### src/rtl/fpu_pkg.sv
// Shared FPU definitions: fflags bit positions, FP CSR addresses,
// CSR operation encodings and rounding-mode encodings.
package fpu_pkg;

    // Bit positions within fflags, matching the {NV,DZ,OF,UF,NX} layout
    localparam int FFLAG_NX = 0;
    localparam int FFLAG_UF = 1;
    localparam int FFLAG_OF = 2;
    localparam int FFLAG_DZ = 3;
    localparam int FFLAG_NV = 4;

    localparam logic [11:0] CSR_FFLAGS = 12'h001;
    localparam logic [11:0] CSR_FRM    = 12'h002;
    localparam logic [11:0] CSR_FCSR   = 12'h003;

    typedef enum logic [1:0] {
        CSR_OP_READ  = 2'b00,
        CSR_OP_WRITE = 2'b01,
        CSR_OP_SET   = 2'b10,
        CSR_OP_CLEAR = 2'b11
    } csr_op_e;

    typedef enum logic [2:0] {
        RM_RNE = 3'b000,
        RM_RTZ = 3'b001,
        RM_RDN = 3'b010,
        RM_RUP = 3'b011,
        RM_RMM = 3'b100,
        RM_DYN = 3'b111
    } rm_e;

    // Encodings 101/110 are reserved; 111 is only meaningful in the
    // instruction, so a resolved mode of 111 (frm holding DYN) is illegal.
    function automatic logic rm_is_illegal(input logic [2:0] rm);
        return rm inside {3'b101, 3'b110, 3'b111};
    endfunction

endpackage

### src/rtl/fcvt_skid.sv
// Writeback output register for converter results, with an optional
// second (skid) entry.
// Build option: FCVT_SKID_BUF_EN adds the skid entry; in_ready then comes
// straight from a flop. Without it, in_ready is combinational from out_ready.
// Ports:
//   clk, rst            clock, synchronous active-high reset
//   in_valid/in_ready   upstream handshake; in_data/in_rd payload
//   out_valid/out_ready downstream handshake; out_data/out_rd payload
module fcvt_skid #(
    parameter int RD_W = 5
) (
    input  logic            clk,
    input  logic            rst,
    input  logic            in_valid,
    output logic            in_ready,
    input  logic [31:0]     in_data,
    input  logic [RD_W-1:0] in_rd,
    output logic            out_valid,
    input  logic            out_ready,
    output logic [31:0]     out_data,
    output logic [RD_W-1:0] out_rd
);

    logic accept;
    logic load;

    // Output register may take a new value when empty or being drained
    assign load   = !out_valid || out_ready;
    assign accept = in_valid && in_ready;

`ifdef FCVT_SKID_BUF_EN
    logic            skid_valid;
    logic [31:0]     skid_data;
    logic [RD_W-1:0] skid_rd;

    assign in_ready = !skid_valid;

    always_ff @(posedge clk) begin
        if (rst) begin
            out_valid  <= 1'b0;
            out_data   <= '0;
            out_rd     <= '0;
            skid_valid <= 1'b0;
            skid_data  <= '0;
            skid_rd    <= '0;
        end else if (load) begin
            // in_ready is low while the skid is full, so an accept and a
            // pending skid entry never compete for the output register
            if (skid_valid) begin
                out_valid  <= 1'b1;
                out_data   <= skid_data;
                out_rd     <= skid_rd;
                skid_valid <= 1'b0;
            end else if (accept) begin
                out_valid <= 1'b1;
                out_data  <= in_data;
                out_rd    <= in_rd;
            end else begin
                out_valid <= 1'b0;
            end
        end else if (accept) begin
            skid_valid <= 1'b1;
            skid_data  <= in_data;
            skid_rd    <= in_rd;
        end
    end
`else
    assign in_ready = load;

    always_ff @(posedge clk) begin
        if (rst) begin
            out_valid <= 1'b0;
            out_data  <= '0;
            out_rd    <= '0;
        end else if (accept) begin
            out_valid <= 1'b1;
            out_data  <= in_data;
            out_rd    <= in_rd;
        end else if (out_ready) begin
            out_valid <= 1'b0;
        end
    end
`endif

endmodule

### src/rtl/fcvt_wb.sv
// FP-to-integer convert writeback: forwards converter results to the
// integer register file, accumulates exception flags into fflags, owns
// the fflags/frm/fcsr CSRs and resolves the dynamic rounding mode.
// Build option: FCVT_SKID_BUF_EN (see fcvt_skid) adds one skid entry.
// Ports:
//   clk, rst                       clock, synchronous active-high reset
//   in_valid/in_ready, in_data, in_rd, in_flags   converter result
//   out_valid/out_ready, out_data, out_rd         register-file writeback
//   csr_en, csr_op, csr_addr, csr_wdata, csr_rdata, csr_err   CSR access
//   instr_rm, rm_out, rm_illegal   rounding-mode resolve
module fcvt_wb
    import fpu_pkg::*;
#(
    parameter int          RD_W      = 5,
    parameter logic [2:0]  RESET_FRM = 3'b000
) (
    input  logic            clk,
    input  logic            rst,
    input  logic            in_valid,
    output logic            in_ready,
    input  logic [31:0]     in_data,
    input  logic [RD_W-1:0] in_rd,
    input  logic [4:0]      in_flags,
    output logic            out_valid,
    input  logic            out_ready,
    output logic [31:0]     out_data,
    output logic [RD_W-1:0] out_rd,
    input  logic            csr_en,
    input  logic [1:0]      csr_op,
    input  logic [11:0]     csr_addr,
    input  logic [31:0]     csr_wdata,
    output logic [31:0]     csr_rdata,
    output logic            csr_err,
    input  logic [2:0]      instr_rm,
    output logic [2:0]      rm_out,
    output logic            rm_illegal
);

    logic [4:0] fflags;
    logic [2:0] frm;
    logic [4:0] fflags_next;
    logic [2:0] frm_next;
    logic       accept;
    logic       csr_hit;
    logic       wr_fflags;
    logic       wr_frm;
    logic [7:0] csr_old;
    logic [7:0] csr_new;

    assign accept = in_valid && in_ready;

    fcvt_skid #(.RD_W(RD_W)) u_skid (
        .clk       (clk),
        .rst       (rst),
        .in_valid  (in_valid),
        .in_ready  (in_ready),
        .in_data   (in_data),
        .in_rd     (in_rd),
        .out_valid (out_valid),
        .out_ready (out_ready),
        .out_data  (out_data),
        .out_rd    (out_rd)
    );

    always_comb begin
        csr_hit = 1'b1;
        csr_old = '0;
        case (csr_addr)
            CSR_FFLAGS: csr_old = {3'b000, fflags};
            CSR_FRM:    csr_old = {5'b00000, frm};
            CSR_FCSR:   csr_old = {frm, fflags};
            default:    csr_hit = 1'b0;
        endcase

        case (csr_op_e'(csr_op))
            CSR_OP_WRITE: csr_new = csr_wdata[7:0];
            CSR_OP_SET:   csr_new = csr_old | csr_wdata[7:0];
            CSR_OP_CLEAR: csr_new = csr_old & ~csr_wdata[7:0];
            default:      csr_new = csr_old;
        endcase

        wr_fflags = csr_en && (csr_addr == CSR_FFLAGS || csr_addr == CSR_FCSR);
        wr_frm    = csr_en && (csr_addr == CSR_FRM || csr_addr == CSR_FCSR);

        // Software update first, then the hardware flags on top, so a
        // flag raised in the same cycle as a clear is never lost
        fflags_next = (wr_fflags ? csr_new[4:0] : fflags) | (accept ? in_flags : 5'b00000);

        frm_next = frm;
        if (wr_frm)
            frm_next = (csr_addr == CSR_FRM) ? csr_new[2:0] : csr_new[7:5];
    end

    assign csr_rdata  = {24'h000000, csr_old};
    assign csr_err    = csr_en && !csr_hit;
    assign rm_out     = (instr_rm == RM_DYN) ? frm : instr_rm;
    assign rm_illegal = rm_is_illegal(rm_out);

    always_ff @(posedge clk) begin
        if (rst) begin
            fflags <= '0;
            frm    <= RESET_FRM;
        end else begin
            fflags <= fflags_next;
            frm    <= frm_next;
        end
    end

endmodule

### config.mk
export PLATFORM = sky130hd
export DESIGN_NAME = fcvt_wb
export DESIGN_NICKNAME = d
export VERILOG_FILES = /design/src/rtl/fpu_pkg.sv /design/src/rtl/fcvt_skid.sv /design/src/rtl/fcvt_wb.sv
export SDC_FILE = /design/constraint.sdc
export NUM_CORES = 1
export LEC_CHECK = 0
export ABC_AREA = 1
export CORE_ASPECT_RATIO = 1.2
export CORE_MARGIN = 2
export CORE_UTILIZATION = 30
export DETAILED_ROUTE_END_ITERATION = 8
export GPL_TIMING_DRIVEN = 0
export PLACE_DENSITY = 0.8
export SLEW_MARGIN = 20
export SYNTH_ARGS = -nofsm -noshare
export SYNTH_HDL_FRONTEND = slang
export SYNTH_SLANG_ARGS = --single-unit
### constraint.sdc
create_clock -name clk -period 1.7 [get_ports clk]
set_clock_uncertainty 0.15 [all_clocks]
set_input_delay 0.34 -clock clk [delete_from_list [all_inputs] [get_ports clk]]
set_output_delay 0.34 -clock clk [all_outputs]
set_load 0.01 [all_outputs]
==> impl_metrics.env, run 1 <==
export IMPL_status="finished with violations"
export IMPL_violations="negative setup slack"
export IMPL_required_ns=1.21
export IMPL_core_um2=7320
export IMPL_drc=0
export IMPL_synth_top_area_cell="dfxtp_1"
export IMPL_drtAntennaViolNets=0
export IMPL_drv_slew=0
export IMPL_gp_congestion=0.821
export IMPL_cts_hold_fix_buffers=0
export IMPL_crit_type="in2out"
export IMPL_antenna_found_initial=0
export IMPL_yosysWarningCount=0
export IMPL_avgSynthCellArea_um2=7.01
export IMPL_p_leak_nw=2.23
export IMPL_nets=582
export IMPL_antenna_cells=0
export IMPL_grt_pass1_wl_um=11300
export IMPL_insertion_delay_ns=0.28
export IMPL_setup_tns_ns=-0.797
export IMPL_cpPeakStageDelay_ns=0.26
export IMPL_vias_per_cell=4.55
export IMPL_drive_gt1_frac=0.261
export IMPL_setup_slack_ns=-0.121
export IMPL_finalPower_w=0.00258
export IMPL_regToRegSetupSlack_ns=0.26
export IMPL_synth_mux_area_frac=0
export IMPL_cts_tree="yes"
export IMPL_grt_use_total=0.162
export IMPL_ys_seq_area_frac=0.405
export IMPL_cts_root_buf="clkbuf_8"
export IMPL_clkTransAtPathRegs_ns=0.09
export IMPL_synth_top_family_by_area="simple AND/OR/NAND/NOR gates"
export IMPL_hold_violations=0
export IMPL_path_cells="dlygate4sd2_1 -> inv_2 -> nand2_2 -> nor2_4 -> nand3_2 -> nand2_2 -> buf_6"
export IMPL_dr_total_vias=2623
export IMPL_initial_utilization=0.311
export IMPL_synth_cell_types=29
export IMPL_hp_class="in2reg"
export IMPL_worstSetupStartpointType="primary input"
export IMPL_max_vdd_ir_drop_mv=0.572
export IMPL_regArea_um2=927
export IMPL_placed_area_um2=3690
export IMPL_crit_path_max_fanout=4
export IMPL_cp_slowest_cell="dlygate4sd2_1"
export IMPL_syn2layout_area_growth_pct=78.5
export IMPL_p_per_area_nw_per_um2=636
export IMPL_crit_top_cell="nand2_2"
export IMPL_netlist_area_um2=2270
export IMPL_clock_sinks=46
export IMPL_firstDrtPassIters=4
export IMPL_design_area_um2=4060
export IMPL_multi_input_area_um2=1210
export IMPL_wire_per_inst_um=12.7
export IMPL_fillers=710
export IMPL_period_minus_slack_ns=1.82
export IMPL_die_height_um=99.3
export IMPL_rows=34
export IMPL_relSlewSlack=0.655
export IMPL_whs_path_depth=2
export IMPL_htreeDepth=2
export IMPL_synth_compound_area_frac=0.148
export IMPL_crit_arrival_ns=1.33
export IMPL_yosys_area_top_type_share=0.405
export IMPL_routed_wl_um=7300
export IMPL_synthAdderAreaFrac=0
export IMPL_yosys_top_cells_area="dfxtp_1 41%, nand2_1 18%, a21oi_1 10%, buf_4 7.9%, nand2_2 4.4%"
export IMPL_rsz0062_at_grt="yes"
export IMPL_clockBufferDepth=2
export IMPL_port_buffers=122
export IMPL_drt_iter0_drc=80
export IMPL_reg2regPathDepth=6
export IMPL_critPathCaptureType="primary output"
export IMPL_yosys_area_share_simple=0.298
export IMPL_synth_seq_cells=46
export IMPL_setup_viol=10
export IMPL_worstMarginPinSlew_ns=0.517
export IMPL_dp_hpwl_um=5440
export IMPL_drv_cap=0
export IMPL_synth_xor_area_share=0
export IMPL_min_period_over_period=1.07
export IMPL_synth_cells=324
export IMPL_gr_total_overflow=0
export IMPL_numCtsBuffers=5
export IMPL_die_x_um=83.4
export IMPL_io_pins=172
export IMPL_dieArea_um2=8290
export IMPL_fmax_mhz=549
export IMPL_grt_pass1_vias=2515
export IMPL_grt_max_degree=15
[cell usage after synthesis]
master / n
inv_1: 16
inv_2: 2
nor2_2: 4
a21oi_1: 46
nor3_1: 1
clkinv_1: 1
dfxtp_1: 46
clkbuf_1: 9
buf_4: 24
o21ai_0: 8
conb_1: 1
or2_1: 1
nor2_4: 1
nand2_1: 108
nand3_1: 9
clkinv_4: 1
nand2_2: 16
nor2_1: 8
clkinv_2: 1
a31oi_1: 2
nand2_4: 2
nand4_1: 3
o31ai_1: 1
or2_4: 1
o21a_1: 1
buf_1: 1
buf_2: 4
buf_6: 1
a22oi_1: 5
[through the flow]
stage / cells / worst slack, ns / hold slack (ns) / utilization
after detailed placement: 559 / -0.869 / 0.307 / 0.505
after floorplan: 347 / 0.130 / 0.335 / -
after global routing: 577 / -0.163 / 0.334 / 0.554
after CTS: 573 / -0.101 / 0.295 / 0.525
after global placement: 559 / -0.868 / 0.300 / 0.505
final: 577 / -0.121 / 0.288 / 0.554
[report_power, final]
| part | switching, W | internal (W) | total (W) |
|---|---|---|---|
| Sequential | 0.0000308 | 0.00114 | 0.00117 |
| Clock | 0.000362 | 0.000439 | 0.000801 |
| Combinational | 0.000276 | 0.000335 | 0.000611 |
[sequential cells by signal (all words and copies together) (netlist names)]
| register | count |
|---|---|
| u_skid.out_valid | 1 |
| fflags | 5 |
| frm | 3 |
| u_skid.out_rd | 5 |
| u_skid.out_data | 32 |
[layer usage]
layer / wire length [um] / part of all wire / GRT usage / vias to the layer above
met4: 80 / 0.011 / 0.0409 / 0
met1: 2800 / 0.38 / 0.174 / 1182
met5: 0 / 0 / 0 / -
met3: 682 / 0.093 / 0.0573 / 9
met2: 3740 / 0.51 / 0.303 / 125
li1: - / - / - / 1307
[worst paths after layout]
check / endpoint / start
max: csr_rdata[1] / csr_addr[0]
min: u_skid.out_data[3] / rst
max reg2reg: fflags[2] / u_skid.out_valid
min reg2reg: u_skid.out_data[3] / u_skid.out_data[3]
[layout by cell type, fill, tap and decap left out, drive strengths merged, types with 2 or more instances in the layout]
cell	Yosys	routed
clkdlybuf4s15	0	3
clkinv	3	2
clkbuf	9	20
nand4	3	3
buf	30	58
a31oi	2	2
or2	2	2
o21ai	8	8
a22oi	5	5
nand3	9	9
dlymetal6s2s	0	32
dfxtp	46	46
a21oi	46	46
dlygate4sd2	0	4
nand2	126	126
conb	1	24
inv	18	19
clkdlybuf4s50	0	60
nor2	13	13
[worst max-delay path, delay by kind of cell]
kind | cells | cell delay [ns]
buf+inv | 3 | 0.48
simple gates | 4 | 0.50
[layout make-up]
cell class              instances  area share
multi-input cells             241       0.299
well taps                      90      0.0278
clock buffers                   6      0.0179
inverters                      21      0.0231
repair buffers                132       0.328
flip-flops and latches         46       0.229
clock inverters                 2     0.00925
plain buffers                  39      0.0669
[kinds of logic (layout without fill, tap and decap cells)]
kind of cell,count (synthesis),in the layout
DFF,46,46
and+or+nand+nor,154,154
AOI/OAI and AO/OA,63,63
buffers and inverters,60,200
other,1,24
[timing repair]
item	in CTS	in global routing
setup buffers	6	4
gates resized for setup	111	75
setup endpoints to repair	47	79
pin swaps	18	11
(Power assumes the default switching activity.)
==> inputs of run 2 (changes only) <==
--- a/config.mk
+++ b/config.mk
@@ -16,3 +16,4 @@
 export SYNTH_ARGS = -nofsm -noshare
 export SYNTH_HDL_FRONTEND = slang
 export SYNTH_SLANG_ARGS = --single-unit
+export TNS_END_PERCENT = 50
==> run 2 against run 1 <==
Effect of this change:
- critical path type unchanged
- core utilization is essentially flat
- the flow still finishes with violations (negative setup slack)
- largest power group unchanged
- combinational power is essentially flat
- register-to-register slack is essentially flat
- critical path depth is the same
==> impl_metrics.env, run 2 (synthesized netlist as in run 1, its figures left out) <==
export IMPL_status="finished with violations"
export IMPL_violations="negative setup slack"
export IMPL_vias_per_cell=4.55
export IMPL_largest_reg_flops=32
export IMPL_pwr_share_comb=0.237
export IMPL_wire_per_inst_um=12.6
export IMPL_grt_max_degree=15
export IMPL_worstReg2RegStart="u_skid.out_valid"
export IMPL_hp_class="in2reg"
export IMPL_firstDrtPassIters=4
export IMPL_drt_iter0_drc=80
export IMPL_grt_pass1_wl_um=11300
export IMPL_die_height_um=99.3
export IMPL_critPathCaptureType="primary output"
export IMPL_nets=582
export IMPL_drv_cap=0
export IMPL_finalPower_w=0.00258
export IMPL_min_period_over_period=1.07
export IMPL_syn2layout_area_growth_pct=78.5
export IMPL_setup_slack_ns=-0.121
export IMPL_rsz0062_at_grt="yes"
export IMPL_fmax_mhz=549
export IMPL_routed_wl_um=7300
export IMPL_reg2regPathDepth=6
export IMPL_seqPwrFrac=0.453
export IMPL_numCtsBuffers=5
export IMPL_max_vdd_ir_drop_mv=0.572
export IMPL_core_um2=7320
export IMPL_gp_congestion=0.821
export IMPL_timing_hold_worst_endpoint="u_skid.out_data[3]"
export IMPL_initial_utilization=0.311
export IMPL_period_minus_slack_ns=1.82
export IMPL_grt_use_total=0.162
export IMPL_antenna_cells=0
export IMPL_gr_total_overflow=0
export IMPL_crit_path_max_fanout=4
export IMPL_p_int_w=0.00191
export IMPL_dp_hpwl_um=5440
export IMPL_dr_total_vias=2623
export IMPL_relSlewSlack=0.656
export IMPL_crit_type="in2out"
export IMPL_whs_path_depth=2
export IMPL_clockBufferDepth=2
export IMPL_die_x_um=83.4
export IMPL_port_buffers=122
export IMPL_drtAntennaViolNets=0
export IMPL_antenna_found_initial=0
export IMPL_switchingPower_w=0.000669
export IMPL_grt_pass1_vias=2515
export IMPL_cts_tree="yes"
export IMPL_insertion_delay_ns=0.28
export IMPL_regToRegSetupSlack_ns=0.26
export IMPL_drv_slew=0
export IMPL_dieArea_um2=8290
export IMPL_final_common_cell="nand2_1"
export IMPL_required_ns=1.21
export IMPL_dp_cells=559
export IMPL_clkPwrFrac=0.311
export IMPL_setup_viol=10
export IMPL_cts_hold_fix_buffers=0
export IMPL_holdWs_ns=0.288
export IMPL_layout_common_cells="104 x nand2_1, 60 x clkdlybuf4s50_1, 46 x a21oi_1"
export IMPL_clkTransAtPathRegs_ns=0.09
export IMPL_rows=34
export IMPL_largest_register="u_skid.out_data"
export IMPL_cts_root_buf="clkbuf_8"
export IMPL_hold_violations=0
export IMPL_p_leak_nw=2.23
export IMPL_clock_sinks=46
export IMPL_htreeDepth=2
export IMPL_hp_start="rst"
export IMPL_switching_share=0.259
export IMPL_worstMarginPinSlew_ns=0.516
export IMPL_drc=0
export IMPL_r2r_end="fflags[2]"
export IMPL_reg_top3="u_skid.out_data x32, fflags x5, u_skid.out_rd x5"
export IMPL_worstSetupStartpointType="primary input"
export IMPL_crit_arrival_ns=1.33
export IMPL_io_pins=172
export IMPL_drive_gt1_frac=0.259
export IMPL_stdcell_count=577
export IMPL_p_per_area_nw_per_um2=636
==> run 2: cell counts in the layout (fill, tap and decap cells not counted) <==
No cell type changed its count.
==> run 2: worst max-delay path by stage <==
stage                  from      endpoint  slack (ns)
2_1_floorplan   csr_addr[3]  csr_rdata[5]        0.13
3_3_place_gp    csr_addr[7]       csr_err       -0.87
3_5_place_dp   csr_addr[10]       csr_err       -0.87
4_1_cts         csr_addr[2]  csr_rdata[5]       -0.10
5_1_grt         csr_addr[2]  csr_rdata[6]       -0.16
6_report        csr_addr[0]  csr_rdata[1]       -0.12
==> run 2: worst max-delay path: stages <==
cell	delay [ns]
dlygate4sd2_1	0.26
inv_2	0.11
nand2_2	0.08
nor2_4	0.20
nand3_2	0.12
nand2_2	0.10
buf_6	0.11
==> run 2: layout make-up <==
type                    count  area [um^2]
well taps                  90          113
inverters                  21         93.8
fillers                   709         3260
flip-flops and latches     46          927
plain buffers              39          270
repair buffers            132         1330
multi-input cells         241         1210
clock buffers               6         72.6
clock inverters             2         37.5
==> run 2: layer usage <==
| metal | track usage | share of wire |
|---|---|---|
| met5 | 0 | 0 |
| met4 | 0.0409 | 0.011 |
| met3 | 0.0573 | 0.093 |
| met2 | 0.303 | 0.51 |
| met1 | 0.174 | 0.38 |
==> run 2: through the flow <==
stage	util	area [um^2]	setup TNS [ns]	setup WS, ns
2_1_floorplan	-	2360	0	0.130
3_3_place_gp	0.505	3690	-23.64	-0.868
3_5_place_dp	0.505	3690	-25.14	-0.869
4_1_cts	0.525	3840	-0.552	-0.101
5_1_grt	0.554	4060	-1.28	-0.163
6_report	0.554	4060	-0.797	-0.121
==> run 2: repair_timing <==
item | CTS | global route
pin swaps | 18 | 11
endpoints found under the setup margin | 47 | 79
setup buffers | 6 | 4
gates resized for setup | 111 | 73
endpoints found under the hold margin | 0 | 0
==> run 2: power by group through the flow <==
| stage | Clock, W | Combinational [W] | Sequential [W] |
|---|---|---|---|
| 4_1_cts | 0.000833 | 0.000600 | 0.00117 |
| 6_report | 0.000801 | 0.000610 | 0.00117 |
| 5_1_grt | 0.000868 | 0.000662 | 0.00117 |
| 2_1_floorplan | 0 | 0.000241 | 0.00122 |
| 3_3_place_gp | 0 | 0.000597 | 0.00119 |
| 3_5_place_dp | 0 | 0.000606 | 0.00120 |
==> inputs of run 3 (changes only) <==
--- a/config.mk
+++ b/config.mk
@@ -16,4 +16,4 @@
 export SYNTH_ARGS = -nofsm -noshare
 export SYNTH_HDL_FRONTEND = slang
 export SYNTH_SLANG_ARGS = --single-unit
-export TNS_END_PERCENT = 50
+export TNS_END_PERCENT = 5
==> run 3 against run 2 <==
Effect of this change:
- the run still ends with negative setup slack left
- power about the same
- largest cell class unchanged
- final area down 0.12%
- combinational power about the same
- non-clock buffer count down 2
- register-to-register slack about the same
==> impl_metrics.env, run 3 (synthesized netlist as in run 1, its figures left out) <==
export IMPL_status="finished with violations"
export IMPL_violations="negative setup slack"
export IMPL_nets=580
export IMPL_rows=34
export IMPL_r2r_end="u_skid.out_data[0]"
export IMPL_antenna_cells=0
export IMPL_largest_reg_flops=32
export IMPL_relSlewSlack=0.656
export IMPL_setup_slack_ns=-0.0712
export IMPL_clock_sinks=46
export IMPL_dieArea_um2=8290
export IMPL_regToRegSetupSlack_ns=0.27
export IMPL_timing_hold_worst_endpoint="u_skid.out_data[3]"
export IMPL_die_height_um=99.3
export IMPL_clkTransAtPathRegs_ns=0.09
export IMPL_antenna_found_initial=0
export IMPL_syn2layout_area_growth_pct=78.2
export IMPL_rsz0062_at_grt="yes"
export IMPL_dp_hpwl_um=5440
export IMPL_port_buffers=122
export IMPL_cpPeakStageDelay_ns=0.27
export IMPL_htreeDepth=2
export IMPL_grt_pass1_vias=2511
export IMPL_dr_total_vias=2563
export IMPL_cp_slowest_cell="or2_4"
export IMPL_setup_viol=7
export IMPL_critPathCaptureType="primary output"
export IMPL_pre_cts_ws_ns=-0.869
export IMPL_clkPwrFrac=0.311
export IMPL_worstMarginPinSlew_ns=0.516
export IMPL_p_per_area_nw_per_um2=637
export IMPL_firstDrtPassIters=4
export IMPL_grt_use_total=0.162
export IMPL_period_minus_slack_ns=1.77
export IMPL_seqPwrFrac=0.453
export IMPL_fillers=706
export IMPL_crit_arrival_ns=1.28
export IMPL_core_um2=7320
export IMPL_reg2regPathDepth=5
export IMPL_worstSetupStartpointType="primary input"
export IMPL_die_x_um=83.4
export IMPL_insertion_delay_ns=0.28
export IMPL_min_period_over_period=1.04
export IMPL_design_area_um2=4050
export IMPL_switching_share=0.258
export IMPL_p_leak_nw=2.23
export IMPL_worstReg2RegStart="u_skid.out_valid"
export IMPL_grt_pass1_wl_um=11300
export IMPL_reg_top3="u_skid.out_data x32, fflags x5, u_skid.out_rd x5"
export IMPL_vias_per_cell=4.46
export IMPL_drive_gt1_frac=0.258
export IMPL_drt_iter0_drc=71
export IMPL_p_int_w=0.00191
export IMPL_hold_violations=0
export IMPL_wire_per_inst_um=12.5
export IMPL_layout_common_cells="103 x nand2_1, 61 x clkdlybuf4s50_1, 46 x a21oi_1"
export IMPL_stdcell_count=575
export IMPL_largest_register="u_skid.out_data"
export IMPL_numCtsBuffers=5
export IMPL_path_cells="buf_6 -> or2_4 -> nor2_4 -> nand2_4 -> clkinv_4 -> nand2_8 -> nor2_1 -> buf_2"
export IMPL_placed_area_um2=3690
export IMPL_grt_max_degree=15
export IMPL_gp_congestion=0.821
export IMPL_clockBufferDepth=2
export IMPL_drv_cap=0
export IMPL_dp_cells=559
export IMPL_hp_class="in2reg"
export IMPL_io_pins=172
export IMPL_routed_wl_um=7170
export IMPL_drc=0
export IMPL_drv_slew=0
export IMPL_cts_root_buf="clkbuf_8"
export IMPL_switchingPower_w=0.000667
export IMPL_drtAntennaViolNets=0
export IMPL_cts_tree="yes"
export IMPL_fmax_mhz=565
export IMPL_initial_utilization=0.311
export IMPL_hp_start="rst"
export IMPL_crit_path_max_fanout=4
export IMPL_crit_type="in2out"
export IMPL_max_vdd_ir_drop_mv=0.572
export IMPL_whs_path_depth=2
export IMPL_final_common_cell="nand2_1"
export IMPL_required_ns=1.21
export IMPL_pwr_share_comb=0.236
export IMPL_gr_total_overflow=0
run 3: area by class of cell:
class | instances | area, um^2 | share of cell area
Timing Repair Buffer | 130 | 1330 | 0.329
Multi-Input combinational cell | 241 | 1220 | 0.301
Sequential cell | 46 | 923 | 0.228
Buffer | 39 | 265 | 0.0655
Tap cell | 90 | 113 | 0.0278
Inverter | 21 | 88.8 | 0.0219
Clock buffer | 6 | 72.6 | 0.0179
Clock inverter | 2 | 37.5 | 0.00927
run 3: timing repair:
item                       4_1_cts  5_1_grt
setup endpoints to repair       47       78
setup buffers                    5        3
hold endpoints to repair         0        0
hold buffers                     0        0
resized for setup              104       82
pin swaps                       16       18
run 3: per-layer routing:
metal / share of wire / routed length [um] / global-route usage / vias to the layer above
met1: 0.39 / 2780 / 0.175 / 1145
met2: 0.51 / 3640 / 0.300 / 110
li1: - / - / - / 1301
met5: 0 / 0 / 0 / -
met4: 0.0086 / 62 / 0.0447 / 0
met3: 0.095 / 680 / 0.0589 / 7
run 3: metrics by stage:
stage / setup TNS [ns] / hold slack [ns] / util / power, W
2_1_floorplan: 0 / 0.335 / - / 0.00146
3_3_place_gp: -23.64 / 0.300 / 0.505 / 0.00179
3_5_place_dp: -25.14 / 0.307 / 0.505 / 0.00180
4_1_cts: -0.584 / 0.295 / 0.518 / 0.00260
5_1_grt: -0.888 / 0.334 / 0.554 / 0.00271
6_report: -0.337 / 0.287 / 0.554 / 0.00258
run 3: critical path, delay by kind of cell:
family / cells / cell delay (ns)
buf+inv: 3 / 0.29
simple gates: 5 / 0.64
run 3: power by group through the flow:
| stage | Combinational [W] | Clock [W] | Sequential [W] |
|---|---|---|---|
| final | 0.000610 | 0.000801 | 0.00117 |
| after global routing | 0.000664 | 0.000868 | 0.00118 |
| after CTS | 0.000593 | 0.000833 | 0.00117 |
| after detailed placement | 0.000606 | 0 | 0.00120 |
| after global placement | 0.000597 | 0 | 0.00119 |
| after floorplan | 0.000241 | 0 | 0.00122 |
run 3: how the worst max path moves through the flow:
stage	from	to	cells after the start
finish	csr_addr[3]	csr_rdata[7]	8
global route	csr_addr[3]	csr_rdata[6]	8
CTS	csr_addr[2]	csr_rdata[5]	8
detailed placement	csr_addr[10]	csr_err	9
global placement	csr_addr[7]	csr_err	9
floorplan	csr_addr[3]	csr_rdata[5]	6
